**config.mk**
```make
export PLATFORM = sky130hd
export DESIGN_NAME = sd_emmc_controller_adma2_flat
export DESIGN_NICKNAME = d
export VERILOG_FILES = /design/src/rtl/sd_emmc_controller_adma2_if.sv /design/src/rtl/sd_emmc_controller_adma2.sv /design/src/flat_wrapper.sv
export SDC_FILE = /design/constraint.sdc
export NUM_CORES = 1
export LEC_CHECK = 0
export CAP_MARGIN = 25
export CORE_MARGIN = 5
export CORE_UTILIZATION = 49
export CTS_CLUSTER_DIAMETER = 80
export DETAILED_ROUTE_END_ITERATION = 6
export MAX_ROUTING_LAYER = met4
export PLACE_DENSITY_LB_ADDON = 0.12
export SETUP_SLACK_MARGIN = 0.02
export SYNTH_ARGS = -nofsm -noshare
export SYNTH_HDL_FRONTEND = slang
export SYNTH_SLANG_ARGS = --single-unit
export TNS_END_PERCENT = 100
```
**constraint.sdc**
```tcl
create_clock -name clock -period 2.3 [get_ports clock]
set_input_delay 0.575 -clock clock [delete_from_list [all_inputs] [get_ports clock]]
set_output_delay 0.575 -clock clock [all_outputs]
set_load 0.03 [all_outputs]
```
**src/rtl/sd_emmc_controller_adma2_if.sv**
```systemverilog
// Descriptor-fetch AXI read channel (AR + R) between the ADMA2 walker and the
// interconnect. The master side issues reads; the slave side returns data.
interface sd_emmc_controller_adma2_if;
   logic [31:0] desc_araddr;
   logic        desc_arvalid;
   logic        desc_arready;
   logic [7:0]  desc_arlen;
   logic [31:0] desc_rdata;
   logic        desc_rvalid;
   logic        desc_rready;
   logic        desc_rlast;
   logic [1:0]  desc_rresp;

   modport master (
      output desc_araddr, desc_arvalid, desc_arlen, desc_rready,
      input  desc_arready, desc_rdata, desc_rvalid, desc_rlast, desc_rresp
   );

   modport slave (
      input  desc_araddr, desc_arvalid, desc_arlen, desc_rready,
      output desc_arready, desc_rdata, desc_rvalid, desc_rlast, desc_rresp
   );
endinterface

```
**src/rtl/sd_emmc_controller_adma2.sv**
```systemverilog
// ADMA2 descriptor-table walker: fetches 64-bit descriptors, issues one DMA
// segment per tran descriptor, follows links and reports end/int/error state.
module sd_emmc_controller_adma2 #(
   parameter int unsigned MAX_DESC = 1024
) (
   input  logic        clock,
   input  logic        reset,
   input  logic        adma_start,
   input  logic [31:0] adma_desc_base,
   input  logic        adma_abort,
   sd_emmc_controller_adma2_if.master axi,
   output logic [31:0] seg_addr,
   output logic [16:0] seg_len,
   output logic        seg_start,
   input  logic        seg_done,
   output logic        adma_busy,
   output logic        adma_done,
   output logic        desc_int,
   output logic        adma_err,
   output logic [1:0]  adma_err_state,
   output logic [31:0] cur_desc_addr
);

   localparam int unsigned   CW      = $clog2(MAX_DESC + 1);
   localparam logic [CW-1:0] MAX_CNT = CW'(MAX_DESC);
   localparam logic [1:0]    ES_STOP = 2'b00;
   localparam logic [1:0]    ES_FDS  = 2'b01;
   localparam logic [1:0]    ES_TFR  = 2'b11;

   typedef enum logic [2:0] {
      ST_IDLE, ST_FETCH_A, ST_FETCH_D, ST_DECODE,
      ST_XFER, ST_NEXT, ST_CHECK, ST_ERROR
   } state_t;

   state_t        state_r;
   logic [CW-1:0] count_r;
   logic [CW-1:0] count_inc_s;
   logic          beat_r;
   logic          abort_seen_r;
   logic [15:0]   d_len_r;
   logic [1:0]    d_act_r;
   logic          d_int_r;
   logic          d_end_r;
   logic          d_valid_r;
   logic [31:0]   word1_r;
   logic [31:0]   cur_addr_r;
   logic          arvalid_r;
   logic          rready_r;
   logic [31:0]   seg_addr_r;
   logic [16:0]   seg_len_r;
   logic          seg_start_r;
   logic          busy_r;
   logic          adma_done_r;
   logic          desc_int_r;
   logic          adma_err_r;
   logic [1:0]    err_state_r;
   logic [10:0]   rsvd_unused_s;

   // A zero length field encodes the full 64 KiB segment.
   function automatic logic [16:0] decode_len(input logic [15:0] len);
      if (len == 16'd0) begin
         return 17'h10000;
      end else begin
         return {1'b0, len};
      end
   endfunction

   // Reserved descriptor bits carry no meaning for this walker.
   assign rsvd_unused_s = {axi.desc_rdata[15:6], axi.desc_rdata[3]};
   assign count_inc_s   = count_r + CW'(1);

   assign axi.desc_araddr  = cur_addr_r;
   assign axi.desc_arvalid = arvalid_r;
   assign axi.desc_arlen   = 8'd1;
   assign axi.desc_rready  = rready_r;
   assign seg_addr         = seg_addr_r;
   assign seg_len          = seg_len_r;
   assign seg_start        = seg_start_r;
   assign adma_busy        = busy_r;
   assign adma_done        = adma_done_r;
   assign desc_int         = desc_int_r;
   assign adma_err         = adma_err_r;
   assign adma_err_state   = err_state_r;
   assign cur_desc_addr    = cur_addr_r;

   // Walker state machine with all outputs registered.
   always_ff @(posedge clock) begin
      if (!reset) begin
         state_r      <= ST_IDLE;
         count_r      <= '0;
         beat_r       <= 1'b0;
         abort_seen_r <= 1'b0;
         d_len_r      <= 16'd0;
         d_act_r      <= 2'b00;
         d_int_r      <= 1'b0;
         d_end_r      <= 1'b0;
         d_valid_r    <= 1'b0;
         word1_r      <= 32'd0;
         cur_addr_r   <= 32'd0;
         arvalid_r    <= 1'b0;
         rready_r     <= 1'b0;
         seg_addr_r   <= 32'd0;
         seg_len_r    <= 17'd0;
         seg_start_r  <= 1'b0;
         busy_r       <= 1'b0;
         adma_done_r  <= 1'b0;
         desc_int_r   <= 1'b0;
         adma_err_r   <= 1'b0;
         err_state_r  <= ES_STOP;
      end else begin
         seg_start_r <= 1'b0;
         adma_done_r <= 1'b0;
         desc_int_r  <= 1'b0;
         case (state_r)
            ST_IDLE: begin
               if (adma_start) begin
                  cur_addr_r   <= adma_desc_base;
                  adma_err_r   <= 1'b0;
                  err_state_r  <= ES_FDS;
                  count_r      <= '0;
                  abort_seen_r <= 1'b0;
                  arvalid_r    <= 1'b1;
                  busy_r       <= 1'b1;
                  state_r      <= ST_FETCH_A;
               end
            end
            ST_FETCH_A: begin
               abort_seen_r <= abort_seen_r | adma_abort;
               if (axi.desc_arready) begin
                  arvalid_r <= 1'b0;
                  rready_r  <= 1'b1;
                  beat_r    <= 1'b0;
                  state_r   <= ST_FETCH_D;
               end
            end
            ST_FETCH_D: begin
               abort_seen_r <= abort_seen_r | adma_abort;
               if (axi.desc_rvalid) begin
                  if (!beat_r) begin
                     d_len_r   <= axi.desc_rdata[31:16];
                     d_act_r   <= axi.desc_rdata[5:4];
                     d_int_r   <= axi.desc_rdata[2];
                     d_end_r   <= axi.desc_rdata[1];
                     d_valid_r <= axi.desc_rdata[0];
                     if (axi.desc_rlast || (axi.desc_rresp != 2'b00)) begin
                        rready_r   <= 1'b0;
                        adma_err_r <= 1'b1;
                        state_r    <= ST_ERROR;
                     end else begin
                        beat_r <= 1'b1;
                     end
                  end else begin
                     word1_r  <= axi.desc_rdata;
                     rready_r <= 1'b0;
                     if (!axi.desc_rlast || (axi.desc_rresp != 2'b00)) begin
                        adma_err_r <= 1'b1;
                        state_r    <= ST_ERROR;
                     end else begin
                        state_r <= ST_DECODE;
                     end
                  end
               end
            end
            ST_DECODE: begin
               // An abort seen during the fetch wins over whatever was fetched.
               if (abort_seen_r || adma_abort) begin
                  err_state_r <= ES_STOP;
                  busy_r      <= 1'b0;
                  state_r     <= ST_IDLE;
               end else if (!d_valid_r) begin
                  adma_err_r <= 1'b1;
                  state_r    <= ST_ERROR;
               end else begin
                  case (d_act_r)
                     2'b10: begin
                        if (word1_r[1:0] != 2'b00) begin
                           adma_err_r <= 1'b1;
                           state_r    <= ST_ERROR;
                        end else begin
                           seg_addr_r  <= word1_r;
                           seg_len_r   <= decode_len(d_len_r);
                           seg_start_r <= 1'b1;
                           err_state_r <= ES_TFR;
                           state_r     <= ST_XFER;
                        end
                     end
                     2'b11: begin
                        if (word1_r[1:0] != 2'b00) begin
                           adma_err_r <= 1'b1;
                           state_r    <= ST_ERROR;
                        end else begin
                           cur_addr_r <= word1_r;
                           state_r    <= ST_CHECK;
                        end
                     end
                     default: begin
                        state_r <= ST_NEXT;
                     end
                  endcase
               end
            end
            ST_XFER: begin
               if (seg_done) begin
                  desc_int_r <= d_int_r;
                  state_r    <= ST_NEXT;
               end
            end
            ST_NEXT: begin
               if (d_end_r) begin
                  adma_done_r <= 1'b1;
                  err_state_r <= ES_STOP;
                  busy_r      <= 1'b0;
                  state_r     <= ST_IDLE;
               end else if (adma_abort) begin
                  err_state_r <= ES_STOP;
                  busy_r      <= 1'b0;
                  state_r     <= ST_IDLE;
               end else begin
                  cur_addr_r <= cur_addr_r + 32'd8;
                  state_r    <= ST_CHECK;
               end
            end
            ST_CHECK: begin
               count_r <= count_inc_s;
               if (count_inc_s == MAX_CNT) begin
                  adma_err_r <= 1'b1;
                  state_r    <= ST_ERROR;
               end else begin
                  abort_seen_r <= 1'b0;
                  arvalid_r    <= 1'b1;
                  err_state_r  <= ES_FDS;
                  state_r      <= ST_FETCH_A;
               end
            end
            ST_ERROR: begin
               busy_r  <= 1'b0;
               state_r <= ST_IDLE;
            end
            default: begin
               busy_r  <= 1'b0;
               state_r <= ST_IDLE;
            end
         endcase
      end
   end

endmodule

```
**src/flat_wrapper.sv**
```systemverilog
// flat-port wrapper written by rule: the top's interface ports become plain ports
module sd_emmc_controller_adma2_flat 
#(
   parameter int unsigned MAX_DESC = 1024
)
  (clock, reset, adma_start, adma_desc_base, adma_abort, seg_addr, seg_len, seg_start, seg_done, adma_busy, adma_done, desc_int, adma_err, adma_err_state, cur_desc_addr, axi_desc_araddr, axi_desc_arvalid, axi_desc_arlen, axi_desc_rready, axi_desc_arready, axi_desc_rdata, axi_desc_rvalid, axi_desc_rlast, axi_desc_rresp);
  sd_emmc_controller_adma2_if axi_i ();
  input  logic clock;
  input  logic reset;
  input  logic adma_start;
  input  logic [31:0] adma_desc_base;
  input  logic adma_abort;
  output logic [31:0] seg_addr;
  output logic [16:0] seg_len;
  output logic seg_start;
  input  logic seg_done;
  output logic adma_busy;
  output logic adma_done;
  output logic desc_int;
  output logic adma_err;
  output logic [1:0] adma_err_state;
  output logic [31:0] cur_desc_addr;
  output wire logic [$bits(axi_i.desc_araddr)-1:0] axi_desc_araddr;
  output wire logic [$bits(axi_i.desc_arvalid)-1:0] axi_desc_arvalid;
  output wire logic [$bits(axi_i.desc_arlen)-1:0] axi_desc_arlen;
  output wire logic [$bits(axi_i.desc_rready)-1:0] axi_desc_rready;
  input wire logic [$bits(axi_i.desc_arready)-1:0] axi_desc_arready;
  input wire logic [$bits(axi_i.desc_rdata)-1:0] axi_desc_rdata;
  input wire logic [$bits(axi_i.desc_rvalid)-1:0] axi_desc_rvalid;
  input wire logic [$bits(axi_i.desc_rlast)-1:0] axi_desc_rlast;
  input wire logic [$bits(axi_i.desc_rresp)-1:0] axi_desc_rresp;
  assign axi_desc_araddr = axi_i.desc_araddr;
  assign axi_desc_arvalid = axi_i.desc_arvalid;
  assign axi_desc_arlen = axi_i.desc_arlen;
  assign axi_desc_rready = axi_i.desc_rready;
  assign axi_i.desc_arready = axi_desc_arready;
  assign axi_i.desc_rdata = axi_desc_rdata;
  assign axi_i.desc_rvalid = axi_desc_rvalid;
  assign axi_i.desc_rlast = axi_desc_rlast;
  assign axi_i.desc_rresp = axi_desc_rresp;
  sd_emmc_controller_adma2 #(.MAX_DESC(MAX_DESC)) u_core (.clock(clock), .reset(reset), .adma_start(adma_start), .adma_desc_base(adma_desc_base), .adma_abort(adma_abort), .axi(axi_i), .seg_addr(seg_addr), .seg_len(seg_len), .seg_start(seg_start), .seg_done(seg_done), .adma_busy(adma_busy), .adma_done(adma_done), .desc_int(desc_int), .adma_err(adma_err), .adma_err_state(adma_err_state), .cur_desc_addr(cur_desc_addr));
endmodule
```
# [After elaboration in Yosys (flattened, before gate mapping)]
# Cells that the tools add are included.
[totals] regBits=159 inputBits=74
[classes] bitwise_logic=8 add_sub_neg=2 eq_ne=31 n_mux=68 reduce_logical=34
[ops] operator="$mux W32" n=7
[ops] operator="$pmux W32 S3" n=1
[ops] operator="$mux W3" n=12
[ops] operator="$add A32 B4 Y32 const B" n=1
[ops] operator="$mux W1" n=27
[ops] operator="$pmux W3 S8" n=1
[ops] operator="$pmux W11 S2" n=1
[ops] operator="$mux W2" n=9
[ops] operator="$ne A2 B2 Y1 const B" n=9
[ops] operator="$mux W17" n=1
[ops] operator="$logic_not A16 Y1" n=1
[ops] operator="$reduce_and A3 Y1" n=5
[ops] operator="$eq A3 B3 Y1 const B" n=4
[ops] operator="$reduce_and A4 Y1" n=3
[ops] operator="$reduce_bool A4 Y1" n=3
[ops] operator="$add A11 B1 Y11 const B" n=1
[ops] operator="$eq A11 B11 Y1 const B" n=1
[ops] operator="$mux W11" n=1
[ops] operator="$reduce_and A5 Y1" n=2
[ops] operator="$ne A3 B2 Y1 const B" n=3
[ops] operator="$ne A3 B3 Y1 const B" n=3
[ops] operator="$reduce_and A9 Y1" n=1
[ops] operator="$reduce_bool A3 Y1" n=3
[ops] operator="$ne A2 B1 Y1 const B" n=4
[ops] operator="other kinds (20)" n=39

# [Logic depth before layout (Yosys ltp)]
# Gate-level depths: netlist of the first run.
[logic_depth] ltp_word=6 depth_mapped=8

# [Worst setup path after synthesis of the first run]
# OpenSTA, ideal clock, no wires.
[synth_timing] path_type="register to register" from="reg u_core.cur_addr_r[3] (netlist: u_core.axi.desc_araddr[3])" to="reg u_core.cur_addr_r[21] (netlist: u_core.axi.desc_araddr[21])" arrival_ps=2000 required_time_ps=2181 setup_ps=119 path_stages_with_launch=8 path_slack_ps=181 cell_sequence="dfxtp_1 > ha_1 > and4_1 > and4_1 > buf_2 > a31oi_1 > a221o_1 > o221a_2"
[synth_via] elab_chain_cells=4
[synth_rtl] item="start: declaration" line_no="sd_emmc_controller_adma2.sv:46" source="logic [31:0] cur_addr_r;"
[synth_rtl] item="start signal: assignment" line_no="sd_emmc_controller_adma2.sv:117" source="cur_addr_r <= adma_desc_base;"
[synth_rtl] item="start signal: assignment" line_no="sd_emmc_controller_adma2.sv:192" source="cur_addr_r <= word1_r;"
[synth_rtl] item="start signal: assignment" line_no="sd_emmc_controller_adma2.sv:219" source="cur_addr_r <= cur_addr_r + 32'd8;"
[synth_rtl] item="$add A32 B4 Y32" line_no="sd_emmc_controller_adma2.sv:219"
[synth_rtl] item="$mux W32" line_no="sd_emmc_controller_adma2.sv:214" source="end else if (adma_abort) begin"
[synth_rtl] item="$mux W32" line_no="sd_emmc_controller_adma2.sv:209" source="if (d_end_r) begin"
[synth_rtl] item="$pmux W32 S3" line_no="sd_emmc_controller_adma2.sv:114" source="case (state_r)"
# No other way between the ends. The select of a mux whose other input is x is not followed.
# A chain may end at the register's enable or synchronous reset.

# [Worst setup path in the final report of the first run]
[layout_timing] from="reg u_core.cur_addr_r[5] (netlist: u_core.axi.desc_araddr[5])" to="out axi_desc_araddr[5]"
[layout_lines] item="end: declaration" line_no="flat_wrapper.sv:23" source="output wire logic [$bits(axi_i.desc_araddr)-1:0] axi_desc_araddr;"
# No word-level cell between the ends.

==> results of run 1 <==
## sequential cells by signal, summed over array words and instances (netlist names)
| name | count |
|---|---|
| u_core.abort_seen_r | 1 |
| u_core.adma_busy | 1 |
| u_core.adma_done | 1 |
| u_core.adma_err | 1 |
| u_core.adma_err_state | 2 |
| u_core.axi.desc_araddr | 32 |
| u_core.axi.desc_arvalid | 1 |
| u_core.axi.desc_rready | 1 |
| u_core.beat_r | 1 |
| u_core.count_r | 11 |
| u_core.d_act_r | 2 |
| u_core.d_end_r | 1 |
| u_core.d_int_r | 1 |
| u_core.d_len_r | 16 |
| u_core.d_valid_r | 1 |
| u_core.desc_int | 1 |
| u_core.seg_addr | 32 |
| u_core.seg_len | 17 |
| u_core.seg_start | 1 |
| u_core.state_r | 3 |
| u_core.word1_r | 32 |
## final cells by class
class / instances / area (sq um)
Sequential cell: 159 / 3180
Multi-Input combinational cell: 696 / 3990
Clock buffer: 17 / 425
Inverter: 9 / 36.3
Fill cell: 1367 / 5100
Timing Repair Buffer: 256 / 2540
Tap cell: 216 / 270
Clock inverter: 15 / 175
## metrics by stage
step | total power [mW] | setup slack [ns] | std cells
final | 6.83 | 0.0804 | 1368
after global placement | 4.00 | -0.235 | 1334
after floorplan | 3.57 | 0.181 | 976
after global routing | 7.06 | 0.0207 | 1368
after CTS | 6.85 | 0.0564 | 1366
after detailed placement | 4.01 | -0.284 | 1334
## what timing repair did
action	CTS	global route
hold endpoints to repair	0	0
setup endpoints to repair	0	5
resized for setup	0	7
setup buffers	0	1
## power breakdown
| part | switching, mW | internal (mW) |
|---|---|---|
| Sequential | 0.0912 | 2.82 |
| Combinational | 0.575 | 0.481 |
| Clock | 1.31 | 1.55 |
## synthesized netlist by cell type (3+ instances only)
master	number	area share [%]
a21o_1	3	0.29
buf_2	26	1.7
nor4_1	14	1.1
a211oi_1	6	0.58
a21boi_0	4	0.39
o221a_2	6	0.87
o21ai_0	44	2.8
inv_1	8	0.39
clkbuf_1	40	1.9
o21a_1	8	0.77
and2_1	6	0.48
a21oi_1	114	7.3
a22o_1	10	1.1
ha_1	3	0.48
or3_1	4	0.32
and3b_1	4	0.45
nand3_1	25	1.6
a22oi_2	9	1.4
o31a_1	4	0.45
nand4_1	20	1.6
o31ai_1	4	0.39
dfxtp_1	159	41
buf_4	43	4.1
a31oi_1	10	0.80
o22ai_1	3	0.24
and4_1	6	0.68
nand2_1	169	8.1
o211a_1	4	0.51
a221oi_1	5	0.56
o211ai_1	3	0.29
and3_1	16	1.3
nor3_1	14	0.90
mux2i_1	22	2.8
a22oi_1	23	2.2
nor2_1	80	3.9
a221o_1	6	0.77
## cell families after synthesis
group	Yosys count	synth area share [%]
AOI/OAI and AO/OA	282	23.8
DFF	159	40.9
buffers and inverters	121	8.44
muxes	23	2.97
other	2	0.0965
and+or+nand+nor	379	23.0
adders and majority gates	4	0.739
## cell usage in the layout (no fill, tap or decap), types with 9 or more instances in the layout
cell               n
nand4_1           20
dfxtp_1          159
buf_12             9
a21oi_1          113
clkbuf_16         17
and3_1            16
a31oi_1           10
clkdlybuf4s50_1  190
nor3_1            14
mux2i_1           22
a22o_1            10
a22oi_1           23
a22oi_2            9
nand2_1          168
buf_4             51
nor4_1            14
nand3_1           25
nor2_1            78
o21ai_0           44
## metal layers
layer	vias up	share of wire, %	global-route usage, %
li1	3786	-	-
met1	3747	44	36.9
met2	354	45	39.1
met3	42	9.2	5.51
met4	0	2.0	8.23
met5	-	0	-
## tightest hold or removal path, stage by stage, from the launching register on
cell and delay [ns]:
dfxtp_1 0.31, nand2_1 0.05, a21oi_1 0.05
## path summary, 6_finish.rpt
check | startpoint | to | slack, ns | cells after the start
max | u_core.axi.desc_araddr[5]$_SDFFE_PN0P_ | axi_desc_araddr[5] | 0.08 | 1
min | u_core.count_r[10]$_SDFFE_PN0P_ | u_core.count_r[10]$_SDFFE_PN0P_ | 0.45 | 2
min reg2reg | u_core.count_r[10]$_SDFFE_PN0P_ | u_core.count_r[10]$_SDFFE_PN0P_ | 0.45 | 2
max reg2reg | u_core.state_r[0]$_SDFFE_PN0P_ | u_core.state_r[2]$_SDFFE_PN0P_ | 0.21 | 7
==> qor.yml, run 1 <==
die_w_microns: 136
yosysSeqAreaShare_pct: 40.9
slew_headroom_pct: 64.4
grt_pass1_vias: 7119
setup_viol: 0
grt_max_degree: 65
track_usage_pct: 26.6
firstDrtPassIters: 6
cts.clk_slew.worst_paths_ns: 0.07
drtIter0Drc: 798
grt_pass1_wl_mm: 38.1
final_layout_size_suffix_gt1_share_pct: 10.8
ys_ff_latch: 159
dp_hpwl_mm: 17.7
core_sq_um: 15700
vdd_ir_drop_max_mv: 0.569
io_buffers: 195
worstSkewPairLatency_ns: 0.43
setup_tns_ns: 0
slowest_delay_ns: 0.73
cts_hold_buf: 0
required_ns: 1.73
syn_area_per_cell_sq_um: 8.02
die_h_microns: 136
wl_per_cell_microns: 18.0
wirelength_mm: 24.6
async_flop_share_pct: 0
tightest_slew_ns: 0.533
slew_violations: 0
dpl_cell_area_sq_um: 9970
cp-end-kind: "output port"
diodes: 0
cts.path.max_buffers: 2
cts-buffers-inserted: 17
drc: 0
fmax_mhz: 451
hold_class: "flop to flop"
rsz0062_at_grt: "no"
viasPerCell: 5.80
final_nets: 1217
antenna_found_initial: 0
cts.sinks: 159
critPathLaunchType: "flop"
antenna_left: 0
final_core_util_pct: 67.6
critPathMaxFanout: 9
syn_inst: 970
critical_path_class: "flop to output port"
status: "complete, no violations"
skew_ns: 0.00919
max-cap-violations: 0
stdcell_area_sq_um: 10600
hold_violations: 0
fin_crit_ns: 2.22
yosys_warnings: 0
synth_edf_count: 0
power.density_nw_per_um2: 643
root_buffer: "clkbuf_16"
gp_congestion: 0.935
post-route-period-util_pct: 96.5
grt.overflow.total: 0
synth_ff_type: "dfxtp_1"
p_leak_nw: 3.86
cp_num_buf_inv: 1
worst_path_max_delay_cell: "clkdlybuf4s50_1"
rows: 46
synth_cell_types: 72
arrival_ns: 1.64
cts_tree: "done"
areaGrowthSynthToFinish_pct: 36.4
htreeDepth: 4
ios: 204
crit_path_cell_trace: "clkdlybuf4s50_1"
netlist_area_sq_um: 7780
whs_ns: 0.453
die_area_sq_um: 18500
num_vias: 7929
initial_core_util_pct: 49.5
cp_top_family: "buffers and inverters"
(Power assumes the default switching activity.)
==> run 2: changes to the inputs <==
- CORE_UTILIZATION: 49 -> 30
- SLEW_MARGIN: unset -> 0
==> run 2 against run 1 <==
Hold slack worse by 0.0052 ns. Sequential share of layout area down 0.39 points. Core utilization down 26 points. Critical path depth is the same. Clock skew increased by 0.0025 ns. Critical endpoint is now axi_desc_araddr[18]. Largest power group is now the clock network.
==> qor.yml, run 2 (same netlist as run 1, synthesis figures left out) <==
areaGrowthSynthToFinish_pct: 38.1  # was 36.4%
antenna_found_initial: 0  # unchanged
critPathLaunchType: "flop"  # unchanged
setup_viol: 0  # unchanged
wl_per_cell_microns: 18.3  # was 18.0 microns
drtIter0Drc: 541  # was 798
htreeDepth: 4  # unchanged
rsz0062_at_grt: "no"  # unchanged
cts_hold_buf: 0  # unchanged
antenna_left: 0  # unchanged
fin_cells: 1478  # was 1368
critPathMaxFanout: 8  # was 9
crit_path_cell_trace: "clkdlybuf4s50_1"  # unchanged
grt.overflow.total: 0  # unchanged
cp_top_family: "buffers and inverters"  # unchanged
drc: 0  # unchanged
core_sq_um: 25800  # was 15700 sq um
cts-buffers-inserted: 17  # unchanged
arrival_ns: 1.66  # was 1.64 ns
die_w_microns: 171  # was 136 microns
initial_core_util_pct: 30.1  # was 49.5%
cts.path.max_buffers: 2  # unchanged
root_buffer: "clkbuf_16"  # unchanged
p_leak_nw: 3.85  # was 3.86 nW
final_layout_size_suffix_gt1_share_pct: 9.89  # was 10.8%
viasPerCell: 5.15  # was 5.80
final_nets: 1209  # was 1217
slew_violations: 0  # unchanged
wirelength_mm: 27.0  # was 24.6 mm
vdd_ir_drop_max_mv: 0.403  # was 0.569 mV
worst_path_max_delay_cell: "clkdlybuf4s50_1"  # unchanged
diodes: 0  # unchanged
mostFrequentLayoutCells: "clkdlybuf4s50_1, nand2_1, dfxtp_1"  # unchanged
dp_hpwl_mm: 19.4  # was 17.7 mm
grt_pass1_vias: 6972  # was 7119
tightest_slew_ns: 0.528  # was 0.533 ns
fmax_mhz: 447  # was 451 MHz
ios: 204  # unchanged
die_area_sq_um: 29300  # was 18500 sq um
track_usage_pct: 18.3  # was 26.6%
cts.clk_slew.worst_paths_ns: 0.07  # about the same
required_ns: 1.73  # about the same
rows: 59  # was 46
io_buffers: 195  # unchanged
hold_violations: 0  # unchanged
worstSkewPairLatency_ns: 0.42  # was 0.43 ns
cp_num_buf_inv: 1  # unchanged
die_h_microns: 171  # was 136 microns
grt_max_degree: 64  # was 65
grt_pass1_wl_mm: 40.8  # was 38.1 mm
skew_ns: 0.0117  # was 0.00919 ns
max-cap-violations: 0  # unchanged
status: "complete, no violations"  # unchanged
slew_headroom_pct: 64.7  # was 64.4%
post-route-period-util_pct: 97.2  # was 96.5%
slowest_delay_ns: 0.74  # was 0.73 ns
fin_crit_ns: 2.23  # was 2.22 ns
power.density_nw_per_um2: 651  # was 643 nW/um^2
firstDrtPassIters: 5  # was 6
cp-end-kind: "output port"  # unchanged
hold_class: "flop to flop"  # unchanged
cts.sinks: 159  # unchanged
critical_path_class: "flop to output port"  # unchanged
cts_tree: "done"  # unchanged
power_mw: 7.00  # was 6.83 mW
dp.cells: 1447  # was 1334
num_vias: 7613  # was 7929
final_common_cell: "clkdlybuf4s50_1"  # unchanged
gp_congestion: 0.838  # was 0.935
## run 2: changes by cell type in the layout (fill, tap and decap cells not counted), moves of 2 or more
cell       previous run  this run
clkinv_8              2         0
buf_12                9        12
inv_8                 5         0
buf_4                51        41
bufinv_16             1         4
## run 2: path summary, 6_finish.rpt
path                                           startpoint  depth (start not counted)  slack, ns                              to
setup / recovery  u_core.axi.desc_araddr[18]$_SDFFE_PN0P_                          1       0.07             axi_desc_araddr[18]
hold reg to reg               u_core.d_int_r$_SDFFE_PN0P_                          2       0.45      u_core.desc_int$_SDFF_PN0_
hold / removal                u_core.d_int_r$_SDFFE_PN0P_                          2       0.45      u_core.desc_int$_SDFF_PN0_
setup reg to reg           u_core.state_r[0]$_SDFFE_PN0P_                          6       0.22  u_core.state_r[1]$_SDFFE_PN0P_
## run 2: per-layer routing
layer  track usage, %  up-vias  share of wire (%)
li1                 -     3766                  -
met1             26.4     3581                 49
met2             26.6      245                 44
met3             2.98       21                5.9
met4             4.65        0                1.3
met5                -        -                  0
## run 2: area by class of cell
| type | instances | area (sq um) |
|---|---|---|
| fillers | 2676 | 15100 |
| multi-input cells | 696 | 3970 |
| flip-flops and latches | 159 | 3180 |
| repair buffers | 248 | 2510 |
| clock buffers | 19 | 443 |
| well taps | 335 | 419 |
| clock inverters | 12 | 185 |
| inverters | 9 | 36.3 |
## run 2: stage by stage
stage / util [%] / hold WS [ns] / setup slack [ns] / cell area [sq um] / setup TNS, ns
3_5_place_dp: 39.1 / 0.443 / -0.222 / 10100 / -7.65
4_1_cts: 41.6 / 0.451 / 0.0478 / 10700 / 0
6_report: 41.6 / 0.448 / 0.0652 / 10800 / 0
3_3_place_gp: 39.1 / 0.441 / -0.215 / 10100 / -7.33
2_1_floorplan: - / 0.424 / 0.181 / 7810 / 0
5_1_grt: 41.6 / 0.473 / 0.0262 / 10800 / 0
## run 2: what timing repair did
item	4_1_cts	5_1_grt
buffers inserted	0	0
gates resized for setup	0	5
endpoints found under the setup margin	0	5
## run 2: where the power goes
| part | internal, mW | total, mW | switching, mW | leakage (nW) |
|---|---|---|---|---|
| combinational | 0.470 | 1.05 | 0.577 | 2.26 |
| clock | 1.85 | 3.04 | 1.19 | 0.304 |
| sequential | 2.82 | 2.91 | 0.0898 | 1.29 |
| total | 5.15 | 7.00 | 1.86 | 3.85 |
==> run 3: changes to the inputs <==
- CAP_MARGIN: 25 -> 5
==> results of run 3 <==
The final DEF is identical to that of run 2; final timing and power are the same.
